`config.mk`:
```
export PLATFORM = sky130hd
export DESIGN_NAME = el2_dbg_cmd_issue_flat
export DESIGN_NICKNAME = d
export VERILOG_FILES = /design/src/rtl/el2_dbg_cmd_issue_pkg.sv /design/src/rtl/el2_dbg_cmd_issue_if.sv /design/src/rtl/el2_dbg_cmd_issue_check.sv /design/src/rtl/el2_dbg_cmd_issue.sv /design/src/flat_wrapper.sv
export SDC_FILE = /design/constraint.sdc
export NUM_CORES = 1
export LEC_CHECK = 0
export ABC_AREA = 0
export BUFFER_PORTS_ARGS = -buffer_cell sky130_fd_sc_hd__buf_2
export CAP_MARGIN = 20
export CORE_UTILIZATION = 54
export CTS_BUF_LIST = sky130_fd_sc_hd__clkbuf_4
export DETAILED_ROUTE_END_ITERATION = 8
export MAX_ROUTING_LAYER = met4
export PLACE_DENSITY_LB_ADDON = 0.25
export SLEW_MARGIN = 20
export SYNTH_ARGS = -nofsm -noshare
export SYNTH_HDL_FRONTEND = slang
export SYNTH_SLANG_ARGS = --single-unit
```
`constraint.sdc`:
```
create_clock -name clk -period 5.6 [get_ports clk]
set_clock_uncertainty 0.2 [all_clocks]
set_input_delay 0.56 -clock clk [delete_from_list [all_inputs] [get_ports clk]]
set_output_delay 0.56 -clock clk [all_outputs]
set_load 0.01 [all_outputs]
```
`src/rtl/el2_dbg_cmd_issue_pkg.sv`:
```
`default_nettype none
// ============================================================================
//  Module      : el2_dbg_pkg
//  Description : Shared types and constants for the debug-command issue path:
//                FSM state enum, cmderr codes, command types, access sizes.
//  Revision    : 1.0 - initial release
// ============================================================================
package el2_dbg_pkg;

  typedef enum logic [2:0] {
    DBG_IDLE  = 3'd0,
    DBG_CHECK = 3'd1,
    DBG_ISSUE = 3'd2,
    DBG_WAIT  = 3'd3,
    DBG_RESP  = 3'd4
  } el2_dbg_cmd_state_t;

  localparam logic [2:0] CMDERR_NONE   = 3'd0;
  localparam logic [2:0] CMDERR_UNSUP  = 3'd2;
  localparam logic [2:0] CMDERR_EXCEPT = 3'd3;
  localparam logic [2:0] CMDERR_HALT   = 3'd4;

  localparam logic [1:0] DBG_TYPE_GPR  = 2'd0;
  localparam logic [1:0] DBG_TYPE_CSR  = 2'd1;
  localparam logic [1:0] DBG_TYPE_MEM  = 2'd2;
  localparam logic [1:0] DBG_TYPE_RSVD = 2'd3;

  localparam logic [1:0] DBG_SIZE_HALF = 2'd1;
  localparam logic [1:0] DBG_SIZE_WORD = 2'd2;
  localparam logic [1:0] DBG_SIZE_RSVD = 2'd3;

  localparam logic [31:0] GPR_REGNO_BASE = 32'h1000;
  localparam logic [31:0] GPR_REGNO_SPAN = 32'd32;

  // Captured abstract command
  typedef struct packed {
    logic        write;
    logic [1:0]  typ;
    logic [31:0] addr;
    logic [31:0] wdata;
    logic [1:0]  size;
  } el2_dbg_cmd_t;

endpackage
`default_nettype wire

```
`src/rtl/el2_dbg_cmd_issue_if.sv`:
```
`default_nettype none
// ============================================================================
//  Module      : el2_dbg_cmd_issue_if
//  Description : Request, debug-command and response signals of the debug
//                command issue block. 'master' is the issue block itself,
//                'slave' is the surrounding front end plus core.
//  Revision    : 1.0 - initial release
// ============================================================================
interface el2_dbg_cmd_issue_if;

  logic        req_valid;
  logic        req_ready;
  logic        req_write;
  logic [1:0]  req_type;
  logic [31:0] req_addr;
  logic [31:0] req_wdata;
  logic [1:0]  req_size;
  logic        core_halted;
  logic        dbg_cmd_valid;
  logic        dbg_cmd_write;
  logic [1:0]  dbg_cmd_type;
  logic [31:0] dbg_cmd_addr;
  logic [31:0] dbg_cmd_wrdata;
  logic [1:0]  dbg_cmd_size;
  logic        dbg_cmd_done;
  logic        dbg_cmd_fail;
  logic [31:0] dbg_rddata;
  logic        rsp_valid;
  logic        rsp_ready;
  logic [2:0]  rsp_cmderr;
  logic [31:0] rsp_rdata;

  modport master (
    input  req_valid, req_write, req_type, req_addr, req_wdata, req_size,
    input  core_halted, dbg_cmd_done, dbg_cmd_fail, dbg_rddata, rsp_ready,
    output req_ready, dbg_cmd_valid, dbg_cmd_write, dbg_cmd_type,
    output dbg_cmd_addr, dbg_cmd_wrdata, dbg_cmd_size,
    output rsp_valid, rsp_cmderr, rsp_rdata
  );

  modport slave (
    output req_valid, req_write, req_type, req_addr, req_wdata, req_size,
    output core_halted, dbg_cmd_done, dbg_cmd_fail, dbg_rddata, rsp_ready,
    input  req_ready, dbg_cmd_valid, dbg_cmd_write, dbg_cmd_type,
    input  dbg_cmd_addr, dbg_cmd_wrdata, dbg_cmd_size,
    input  rsp_valid, rsp_cmderr, rsp_rdata
  );

endinterface
`default_nettype wire

```
`src/rtl/el2_dbg_cmd_issue_check.sv`:
```
`default_nettype none
// ============================================================================
//  Module      : el2_dbg_cmd_check
//  Description : Combinational validator for a captured debug command.
//                Applies the type / halt / regno / CSR range / memory size
//                and alignment rules in priority order.
//  Revision    : 1.0 - initial release
// ============================================================================
module el2_dbg_cmd_check
  import el2_dbg_pkg::*;
(
  input  logic [1:0]  cmd_type,
  input  logic [31:0] cmd_addr,
  input  logic [1:0]  cmd_size,
  input  logic        core_halted,
  output logic        chk_err,
  output logic [2:0]  chk_cmderr
);

  logic [31:0] gpr_offset;
  logic        mem_misaligned;

  // Offset from the GPR regno window; wraps high for regnos below the base
  assign gpr_offset = cmd_addr - GPR_REGNO_BASE;

  assign mem_misaligned = (cmd_size == DBG_SIZE_RSVD) ||
                          ((cmd_size == DBG_SIZE_HALF) && cmd_addr[0]) ||
                          ((cmd_size == DBG_SIZE_WORD) && (cmd_addr[1:0] != 2'b00));

  // Priority-ordered legality checks; first failing rule sets the code
  always_comb begin
    chk_err    = 1'b0;
    chk_cmderr = CMDERR_NONE;
    if (cmd_type == DBG_TYPE_RSVD) begin
      chk_err    = 1'b1;
      chk_cmderr = CMDERR_UNSUP;
    end else if (!core_halted) begin
      chk_err    = 1'b1;
      chk_cmderr = CMDERR_HALT;
    end else if ((cmd_type == DBG_TYPE_GPR) && (gpr_offset >= GPR_REGNO_SPAN)) begin
      chk_err    = 1'b1;
      chk_cmderr = CMDERR_UNSUP;
    end else if ((cmd_type == DBG_TYPE_CSR) && (cmd_addr[31:12] != 20'd0)) begin
      chk_err    = 1'b1;
      chk_cmderr = CMDERR_UNSUP;
    end else if ((cmd_type == DBG_TYPE_MEM) && mem_misaligned) begin
      chk_err    = 1'b1;
      chk_cmderr = CMDERR_EXCEPT;
    end
  end

endmodule
`default_nettype wire

```
`src/rtl/el2_dbg_cmd_issue.sv`:
```
`default_nettype none
// ============================================================================
//  Module      : el2_dbg_cmd_issue
//  Description : Debug abstract-command initiator. Accepts one command,
//                validates it, pulses dbg_cmd_* into decode, waits for the
//                core's done/fail and returns cmderr + read data.
//                Optional macro DBG_CMD_TIMEOUT_EN adds a WAIT timeout of
//                TIMEOUT_CYCLES cycles.
//  Revision    : 1.0 - initial release
// ============================================================================
module el2_dbg_cmd_issue
  import el2_dbg_pkg::*;
#(
  parameter int TIMEOUT_CYCLES = 255
)
(
  input  logic                clk,
  input  logic                rst,
  el2_dbg_cmd_issue_if.master bus
);

  localparam int CNT_W = $clog2(TIMEOUT_CYCLES + 1);

  el2_dbg_cmd_state_t state_q, state_d;
  el2_dbg_cmd_t       cmd_q, cmd_d;
  logic [2:0]         cmderr_q, cmderr_d;
  logic [31:0]        rdata_q, rdata_d;
  logic               chk_err;
  logic [2:0]         chk_cmderr;
  logic               timeout_hit;

`ifdef DBG_CMD_TIMEOUT_EN
  logic [CNT_W-1:0] cnt_q, cnt_d;

  assign timeout_hit = (cnt_q == CNT_W'(TIMEOUT_CYCLES - 1));
`else
  assign timeout_hit = 1'b0;
`endif

  el2_dbg_cmd_check u_check (
    .cmd_type    (cmd_q.typ),
    .cmd_addr    (cmd_q.addr),
    .cmd_size    (cmd_q.size),
    .core_halted (bus.core_halted),
    .chk_err     (chk_err),
    .chk_cmderr  (chk_cmderr)
  );

  // Next-state, command capture and response capture
  always_comb begin
    state_d  = state_q;
    cmd_d    = cmd_q;
    cmderr_d = cmderr_q;
    rdata_d  = rdata_q;
`ifdef DBG_CMD_TIMEOUT_EN
    cnt_d    = cnt_q;
`endif
    unique case (state_q)
      DBG_IDLE: begin
        if (bus.req_valid) begin
          cmd_d.write = bus.req_write;
          cmd_d.typ   = bus.req_type;
          cmd_d.addr  = bus.req_addr;
          cmd_d.wdata = bus.req_wdata;
          cmd_d.size  = bus.req_size;
          cmderr_d    = CMDERR_NONE;
          rdata_d     = 32'd0;
          state_d     = DBG_CHECK;
        end
      end
      DBG_CHECK: begin
        if (chk_err) begin
          cmderr_d = chk_cmderr;
          rdata_d  = 32'd0;
          state_d  = DBG_RESP;
        end else begin
          state_d  = DBG_ISSUE;
        end
      end
      DBG_ISSUE: begin
`ifdef DBG_CMD_TIMEOUT_EN
        cnt_d   = '0;
`endif
        state_d = DBG_WAIT;
      end
      DBG_WAIT: begin
`ifdef DBG_CMD_TIMEOUT_EN
        cnt_d = cnt_q + CNT_W'(1);
`endif
        // fail outranks a simultaneous done
        if (bus.dbg_cmd_fail) begin
          cmderr_d = CMDERR_EXCEPT;
          rdata_d  = 32'd0;
          state_d  = DBG_RESP;
        end else if (bus.dbg_cmd_done) begin
          cmderr_d = CMDERR_NONE;
          rdata_d  = cmd_q.write ? 32'd0 : bus.dbg_rddata;
          state_d  = DBG_RESP;
        end else if (timeout_hit) begin
          cmderr_d = CMDERR_EXCEPT;
          rdata_d  = 32'd0;
          state_d  = DBG_RESP;
        end
      end
      DBG_RESP: begin
        if (bus.rsp_ready) begin
          state_d = DBG_IDLE;
        end
      end
      default: begin
        state_d = DBG_IDLE;
      end
    endcase
  end

  // State and capture registers; reset abandons any in-flight command
  always_ff @(posedge clk or posedge rst) begin
    if (rst) begin
      state_q  <= DBG_IDLE;
      cmd_q    <= '0;
      cmderr_q <= CMDERR_NONE;
      rdata_q  <= 32'd0;
`ifdef DBG_CMD_TIMEOUT_EN
      cnt_q    <= '0;
`endif
    end else begin
      state_q  <= state_d;
      cmd_q    <= cmd_d;
      cmderr_q <= cmderr_d;
      rdata_q  <= rdata_d;
`ifdef DBG_CMD_TIMEOUT_EN
      cnt_q    <= cnt_d;
`endif
    end
  end

  // Outputs decoded from state; command fields held from ISSUE through WAIT
  always_comb begin
    bus.req_ready      = (state_q == DBG_IDLE);
    bus.dbg_cmd_valid  = (state_q == DBG_ISSUE);
    bus.dbg_cmd_write  = 1'b0;
    bus.dbg_cmd_type   = 2'd0;
    bus.dbg_cmd_addr   = 32'd0;
    bus.dbg_cmd_wrdata = 32'd0;
    bus.dbg_cmd_size   = 2'd0;
    bus.rsp_valid      = (state_q == DBG_RESP);
    bus.rsp_cmderr     = CMDERR_NONE;
    bus.rsp_rdata      = 32'd0;
    if ((state_q == DBG_ISSUE) || (state_q == DBG_WAIT)) begin
      bus.dbg_cmd_write  = cmd_q.write;
      bus.dbg_cmd_type   = cmd_q.typ;
      bus.dbg_cmd_addr   = (cmd_q.typ == DBG_TYPE_GPR) ? {27'd0, cmd_q.addr[4:0]} : cmd_q.addr;
      bus.dbg_cmd_wrdata = cmd_q.wdata;
      bus.dbg_cmd_size   = cmd_q.size;
    end
    if (state_q == DBG_RESP) begin
      bus.rsp_cmderr = cmderr_q;
      bus.rsp_rdata  = rdata_q;
    end
  end

endmodule
`default_nettype wire

```
`src/flat_wrapper.sv`:
```
// flat-port wrapper written by rule: the top's interface ports become plain ports
module el2_dbg_cmd_issue_flat import el2_dbg_pkg::*;
#(
  parameter int TIMEOUT_CYCLES = 255
)
  (clk, rst, bus_req_valid, bus_req_write, bus_req_type, bus_req_addr, bus_req_wdata, bus_req_size, bus_core_halted, bus_dbg_cmd_done, bus_dbg_cmd_fail, bus_dbg_rddata, bus_rsp_ready, bus_req_ready, bus_dbg_cmd_valid, bus_dbg_cmd_write, bus_dbg_cmd_type, bus_dbg_cmd_addr, bus_dbg_cmd_wrdata, bus_dbg_cmd_size, bus_rsp_valid, bus_rsp_cmderr, bus_rsp_rdata);
  el2_dbg_cmd_issue_if bus_i ();
  input  logic clk;
  input  logic rst;
  input wire logic [$bits(bus_i.req_valid)-1:0] bus_req_valid;
  input wire logic [$bits(bus_i.req_write)-1:0] bus_req_write;
  input wire logic [$bits(bus_i.req_type)-1:0] bus_req_type;
  input wire logic [$bits(bus_i.req_addr)-1:0] bus_req_addr;
  input wire logic [$bits(bus_i.req_wdata)-1:0] bus_req_wdata;
  input wire logic [$bits(bus_i.req_size)-1:0] bus_req_size;
  input wire logic [$bits(bus_i.core_halted)-1:0] bus_core_halted;
  input wire logic [$bits(bus_i.dbg_cmd_done)-1:0] bus_dbg_cmd_done;
  input wire logic [$bits(bus_i.dbg_cmd_fail)-1:0] bus_dbg_cmd_fail;
  input wire logic [$bits(bus_i.dbg_rddata)-1:0] bus_dbg_rddata;
  input wire logic [$bits(bus_i.rsp_ready)-1:0] bus_rsp_ready;
  output wire logic [$bits(bus_i.req_ready)-1:0] bus_req_ready;
  output wire logic [$bits(bus_i.dbg_cmd_valid)-1:0] bus_dbg_cmd_valid;
  output wire logic [$bits(bus_i.dbg_cmd_write)-1:0] bus_dbg_cmd_write;
  output wire logic [$bits(bus_i.dbg_cmd_type)-1:0] bus_dbg_cmd_type;
  output wire logic [$bits(bus_i.dbg_cmd_addr)-1:0] bus_dbg_cmd_addr;
  output wire logic [$bits(bus_i.dbg_cmd_wrdata)-1:0] bus_dbg_cmd_wrdata;
  output wire logic [$bits(bus_i.dbg_cmd_size)-1:0] bus_dbg_cmd_size;
  output wire logic [$bits(bus_i.rsp_valid)-1:0] bus_rsp_valid;
  output wire logic [$bits(bus_i.rsp_cmderr)-1:0] bus_rsp_cmderr;
  output wire logic [$bits(bus_i.rsp_rdata)-1:0] bus_rsp_rdata;
  assign bus_i.req_valid = bus_req_valid;
  assign bus_i.req_write = bus_req_write;
  assign bus_i.req_type = bus_req_type;
  assign bus_i.req_addr = bus_req_addr;
  assign bus_i.req_wdata = bus_req_wdata;
  assign bus_i.req_size = bus_req_size;
  assign bus_i.core_halted = bus_core_halted;
  assign bus_i.dbg_cmd_done = bus_dbg_cmd_done;
  assign bus_i.dbg_cmd_fail = bus_dbg_cmd_fail;
  assign bus_i.dbg_rddata = bus_dbg_rddata;
  assign bus_i.rsp_ready = bus_rsp_ready;
  assign bus_req_ready = bus_i.req_ready;
  assign bus_dbg_cmd_valid = bus_i.dbg_cmd_valid;
  assign bus_dbg_cmd_write = bus_i.dbg_cmd_write;
  assign bus_dbg_cmd_type = bus_i.dbg_cmd_type;
  assign bus_dbg_cmd_addr = bus_i.dbg_cmd_addr;
  assign bus_dbg_cmd_wrdata = bus_i.dbg_cmd_wrdata;
  assign bus_dbg_cmd_size = bus_i.dbg_cmd_size;
  assign bus_rsp_valid = bus_i.rsp_valid;
  assign bus_rsp_cmderr = bus_i.rsp_cmderr;
  assign bus_rsp_rdata = bus_i.rsp_rdata;
  el2_dbg_cmd_issue #(.TIMEOUT_CYCLES(TIMEOUT_CYCLES)) u_core (.clk(clk), .rst(rst), .bus(bus_i));
endmodule
```
==> impl_metrics.csv, run 1 <==
group,metric,value,unit
route,initialDrtViolationCount,200,
timing,rsz0062_at_grt,"no",
clock_tree,htree_levels,3,
timing,setup_tns,0,ps
power,total_power,2.61,mW
clock_tree,cts_tree,"built",
die,num_rows,36,
status,status,"finished clean",
setup_path,critPathSlowestCell,"o21a_1",
route,drc,0,
route,ant_nets,0,
placement,post_dp_cell_area,6540,um2
logic_synthesis,synth.distinct_cells,41,
placement,dp.cells,802,
timing,finalHoldViolCount,0,
placement,post-place-ws,2790,ps
power,clkPwrFrac,0.150,
layout,final_nets,789,
route,drt-vias-per-instance,5.47,
logic_synthesis,synth_edf_count,0,
logic_synthesis,async_flop_share,1.00,
logic_synthesis,ys_seq_area_frac,0.495,
setup_path,timing.critical_path.to_type,"output port",
grt,grt_pass1_vias,4256,
logic_synthesis,synth_top_area_share,0.495,
route,vias,4483,
power,p_leak,3.27,nW
setup_path,max_stage_delay,600,ps
power,combinationalPowerShare,0.368,
clock_tree,cts.sinks,107,
logic_synthesis,yosysWarnings,0,
logic_synthesis,synth.area.top_cells,"dfrtp_1 (49%), mux2_2 (14%), and2_1 (12%)",
timing,setup_slack,2530,ps
grt,grt_max_degree,61,
clock_tree,root_buffer,"clkbuf_4",
grt,grt_antenna_before_repair,1,
setup_path,path_delay_family,"compound AO/OA/AOI/OAI gates",
setup_path,startpoint_type,"flop",
grt,grt_usage,0.264,
setup_path,cp_cell_sequence,"inv_1 -> nor2_2 -> o21a_1 -> and2_1 -> buf_2",
power,pwr-share-seq,0.482,
timing,clock.fmax,326,MHz
clock_tree,clock_latency,450,ps
route,wl,13200,um
logic_synthesis,syn_nets,593,
min_path,hold_class,"in -> reg",
route,wl_per_cell,16.1,um
layout,instances_no_fill,820,
setup_path,crit_required,4840,ps
power,power.internal,1.63,mW
timing,maxSlewHeadroom,0.395,
timing,period_minus_slack,3070,ps
layout,fin_area,6680,um2
logic_synthesis,synthCells,485,
power,power.density,391,nW/um2
power,swShare,0.375,
placement,place.gp.congestion,0.774,
setup_path,arrival,2310,ps
clock_tree,clk_pin_slew,170,ps
die,ios,215,
die,initial_core_util,0.556,
logic_synthesis,syn-cell-area,5410,um2
logic_synthesis,ys_ff_latch,107,
placement,detailed_place_hpwl,9230,um
logic_synthesis,yosys.area.top_type,"dfrtp_1",
layout,area_growth,23.5,%
setup_path,cp_max_fo,27,
route,first_pass_iters,5,
grt,grt_overflow,0,
timing,min_period_over_period,0.548,
logic_synthesis,synth_ff_type,"dfrtp_1",
die,die_height,102,um
power,p_sw,0.981,mW
flow_run,max_cap_viol_count,0,
clock_tree,clk_path_buf_depth,2,
setup_path,rrSetupSlack,2750,ps
logic_synthesis,syn_area_per_cell,11.2,um2
die,die_area,10400,um2
clock_tree,post_cts_buffers,0,
setup_path,critPathKind,"reg -> out",
die,die_x,102,um
timing,worst_slew_pin_slew,907,ps
clock_tree,cts_buffers,9,
timing,drv_slew,0,
placement,io_buffers,214,
grt,grt_pass1_wl,20700,um
die,core_area,9730,um2
layout,drive_gt1_frac,0.497,
setup_path,path_buf_inv,2,
timing,finalSetupViolCount,0,
power,peakVddDrop,203,uV
[cell usage after synthesis (2+ instances only)]
library cell	instances
a22oi_1	34
mux2_2	68
nor3_1	6
and2_1	104
clkbuf_1	14
buf_2	20
o21ai_1	12
nand2b_1	2
inv_1	4
nand4_1	2
o21ai_2	20
buf_6	3
nor4_2	3
dfrtp_1	107
o21ai_0	7
nor4_1	4
o21bai_1	3
xor2_1	2
nand2_1	6
a21oi_1	2
nor2_1	4
nor2b_1	3
nor4b_1	2
nand3_1	36
[stage by stage]
stage,hold WS (ps),utilization
after global routing,81.7,0.687
after detailed placement,287,0.672
after floorplan,272,-
final,108,0.687
after CTS,94.6,0.687
after global placement,280,0.672
[power by group through the flow]
| stage | Combinational, mW | Clock, mW | Sequential [mW] |
|---|---|---|---|
| final | 0.961 | 0.393 | 1.26 |
| after detailed placement | 0.968 | 0 | 1.27 |
| after floorplan | 0.796 | 0 | 1.18 |
| after global placement | 0.937 | 0 | 1.25 |
| after global routing | 1.05 | 0.433 | 1.30 |
| after CTS | 0.971 | 0.401 | 1.26 |
[area by class of cell]
class	count	area, um2
flip-flops and latches	107	2680
clock buffers	9	67.6
fillers	798	3050
clock inverters	7	67.6
inverters	4	17.5
diodes	1	2.50
multi-input cells	336	2540
well taps	133	166
repair buffers	223	1140
[final timing paths]
check | start | end | depth (start not counted)
setup / recovery | u_core.state_q[1] | bus_dbg_cmd_addr[28] | 5
max in group asynchronous | rst | u_core.cmd_q[41] | 4
min in group asynchronous | rst | u_core.cmd_q[13] | 3
setup reg to reg | u_core.state_q[2] | u_core.cmd_q[56] | 4
hold / removal | bus_req_wdata[11] | u_core.cmd_q[13] | 2
hold reg to reg | u_core.cmd_q[25] | u_core.cmd_q[25] | 1
[repair_timing]
item                                   CTS  global route
hold buffers                             1             0
endpoints found under the hold margin   47             0
setup endpoints to repair                0             0
resized for setup                        0             0
[worst reg2reg max path, stage by stage, from the launching register on]
cell	delay, ps
dfrtp_1	540
nor3_1	300
and2_2	800
buf_4	510
mux2_2	410
[kinds of logic (layout without fill, tap and decap cells)]
logic type | after synthesis | after routing | share of synthesized area
and+or+nand+nor | 178 | 178 | 0.199
DFF | 107 | 107 | 0.495
AOI/OAI and AO/OA | 88 | 88 | 0.122
muxes | 68 | 68 | 0.142
buffers and inverters | 42 | 243 | 0.0386
xor gates and xnor gates | 2 | 2 | 0.00324
other | 0 | 1 | 0
[layer usage]
metal  global-route usage  share of wire
met5                    -              0
met4               0.0945          0.016
met3               0.0513          0.060
met2                0.408           0.50
met1                0.346           0.42
[state kept, by name, indices dropped and copies added, names as in the netlist]
name	flops
u_core.state_q	3
u_core.cmd_q	69
u_core.cmderr_q	3
u_core.rdata_q	32
[cell usage in the layout (no fill, tap or decap), drive strengths merged, types with 3 or more instances in the layout]
cell	synthesis	final
inv	4	5
nand2	6	6
nor2b	3	3
clkbuf	14	9
nand3	36	36
o21bai	3	3
nor3	6	6
clkinv	0	3
and2	104	104
o21ai	39	39
buf	24	222
mux2	68	68
dfrtp	107	107
nor4	7	7
nor2	4	4
a22oi	35	35
Note: power is estimated with default switching activity, not from simulation.
==> inputs of run 2 (changes only) <==
--- a/config.mk
+++ b/config.mk
@@ -8,7 +8,7 @@
 export ABC_AREA = 0
 export BUFFER_PORTS_ARGS = -buffer_cell sky130_fd_sc_hd__buf_2
 export CAP_MARGIN = 20
-export CORE_UTILIZATION = 54
+export CORE_UTILIZATION = 46
 export CTS_BUF_LIST = sky130_fd_sc_hd__clkbuf_4
 export DETAILED_ROUTE_END_ITERATION = 8
 export MAX_ROUTING_LAYER = met4
==> constraint.sdc (replaced) <==
create_clock -name clk -period 2.75 [get_ports clk]
set_clock_uncertainty 0.2 [all_clocks]
set_input_delay 0.275 -clock clk [delete_from_list [all_inputs] [get_ports clk]]
set_output_delay 0.275 -clock clk [all_outputs]
set_load 0.01 [all_outputs]
==> impl_metrics.csv, run 2 (synthesis results as in run 1) <==
group,metric,value,unit
status,status,"finished clean",
grt,grt_overflow,0,
grt,use_met1,0.325,
grt,grt_pass1_wl,25500,um
timing,min_period_over_period,0.913,
layout,mostFrequentLayoutCells,"buf_2 (214), dfrtp_1 (107), dlygate4sd3_1 (106)",
clock_tree,cts_tree,"built",
clock_tree,root_buffer,"clkbuf_4",
timing,maxSlewHeadroom,0.598,
clock_tree,ctsResizeCount,0,
grt,grt.busiest_layer,"met2",
route,wl_per_cell,16.2,um
power,combinationalPowerShare,0.372,
clock_tree,htree_levels,3,
setup_path,timing.critical_path.to_type,"output port",
timing,setup_tns,0,ps
route,drc,0,
layout,largest-register,"u_core.cmd_q",
placement,io_buffers,214,
layout,fin_area,7950,um2
layout,final_nets,900,
route,first_pass_iters,5,
clock_tree,clk_pin_slew,160,ps
setup_path,rrSetupSlack,370,ps
clock_tree,clock_latency,450,ps
layout,largest_reg_flops,69,
placement,place.gp.congestion,0.797,
die,die_height,110,um
clock_tree,cts.sinks,107,
grt,grt_pass1_vias,5183,
min_path,hold_class,"in -> reg",
grt,use_met3,0.0445,
power,pwr-share-seq,0.433,
route,drt-vias-per-instance,5.22,
layout,area_growth,46.9,%
layout,drive_gt1_frac,0.435,
route,ant_nets,0,
layout,instances_no_fill,940,
setup_path,cp_max_fo,27,
timing,hold_ws,37.5,ps
setup_path,arrival,2040,ps
setup_path,startpoint_type,"flop",
route,vias,4903,
grt,grt_antenna_before_repair,0,
layout,layout_commonest_cell,"buf_2",
power,swShare,0.346,
setup_path,critPathKind,"reg -> out",
placement,detailed_place_hpwl,9370,um
die,initial_core_util,0.474,
grt,use_met2,0.444,
placement,post_dp_cell_area,6660,um2
power,power.internal,3.90,mW
die,ios,215,
die,die_area,12200,um2
timing,rsz0062_at_grt,"no",
clock_tree,clk_path_buf_depth,2,
grt,grt_usage,0.265,
power,peakVddDrop,480,uV
timing,finalHoldViolCount,0,
power,p_leak,3.80,nW
power,clkPwrFrac,0.195,
die,core_area,11400,um2
die,num_rows,39,
setup_path,max_stage_delay,500,ps
die,die_x,110,um
clock_tree,cts_buffers,9,
placement,dp.cells,818,
grt,grt_max_degree,108,
setup_path,critPathSlowestCell,"dfrtp_1",
route,wl,15300,um
layout,post-route-util,0.696,
timing,worst_slew_pin_slew,596,ps
layout,largestRegisters,"u_core.cmd_q x69, u_core.rdata_q x32",
timing,finalSetupViolCount,0,
power,power.density,751,nW/um2
route,initialDrtViolationCount,334,
timing,period_minus_slack,2510,ps
flow_run,max_cap_viol_count,0,
setup_path,cp_cell_sequence,"inv_1 -> nor2_2 -> o21a_1 -> buf_4 -> and2_1 -> buf_2",
power,p_sw,2.06,mW
timing,drv_slew,0,
timing,clock.fmax,398,MHz
setup_path,crit_required,2280,ps
run 2: cell count changes in the layout (fill, tap and decap cells not counted), moves of 2 or more:
cell,change
bufinv_16,+4
dlygate4sd3_1,+105
buf_12,+5
clkinv_2,-2
run 2: critical path: cells and delay by family, from the launching register on:
family	cells	cell delay [ps]
buffers and inverters	3	570
and+or+nand+nor	2	350
DFF	1	500
AOI/OAI and AO/OA	1	140
run 2: timing repair:
action / in CTS / in global routing
hold endpoints to repair: 211 / 0
setup buffers: 0 / 0
hold buffers: 106 / 0
run 2: area by class of cell:
cell class | instances | area (um2)
clock buffers | 10 | 75.1
fillers | 865 | 3470
inverters | 4 | 18.8
diodes | 1 | 2.50
flip-flops and latches | 107 | 2680
repair buffers | 334 | 2300
well taps | 143 | 179
clock inverters | 5 | 150
multi-input cells | 336 | 2540
run 2: power by group through the flow:
stage | clock network (mW) | registers [mW] | logic (mW)
floorplan | 0 | 2.41 | 1.62
global placement | 0 | 2.55 | 2.02
detailed placement | 0 | 2.59 | 2.09
CTS | 1.19 | 2.56 | 2.22
global route | 1.24 | 2.66 | 2.42
finish | 1.16 | 2.58 | 2.22
run 2: final timing paths:
kind,startpoint,cells after the start,to
setup / recovery,u_core.state_q[1],6,bus_dbg_cmd_addr[18]
hold / removal,bus_core_halted,4,u_core.cmderr_q[2]
setup reg to reg,u_core.cmd_q[47],6,u_core.rdata_q[16]
hold reg to reg,u_core.cmd_q[25],1,u_core.cmd_q[25]
max in group asynchronous,rst,4,u_core.cmderr_q[0]
min in group asynchronous,rst,4,u_core.rdata_q[21]
run 2: routing by layer:
metal | wire length (um) | vias up
met5 | 0 | -
met4 | 246 | 0
met3 | 817 | 22
met2 | 7730 | 180
met1 | 6450 | 2380
li1 | - | 2321
run 2: through the flow:
step,total power [mW],worst slack [ps]
after floorplan,4.03,675
after global placement,4.58,428
after detailed placement,4.68,386
after CTS,5.97,191
after global routing,6.32,36.8
final,5.97,239
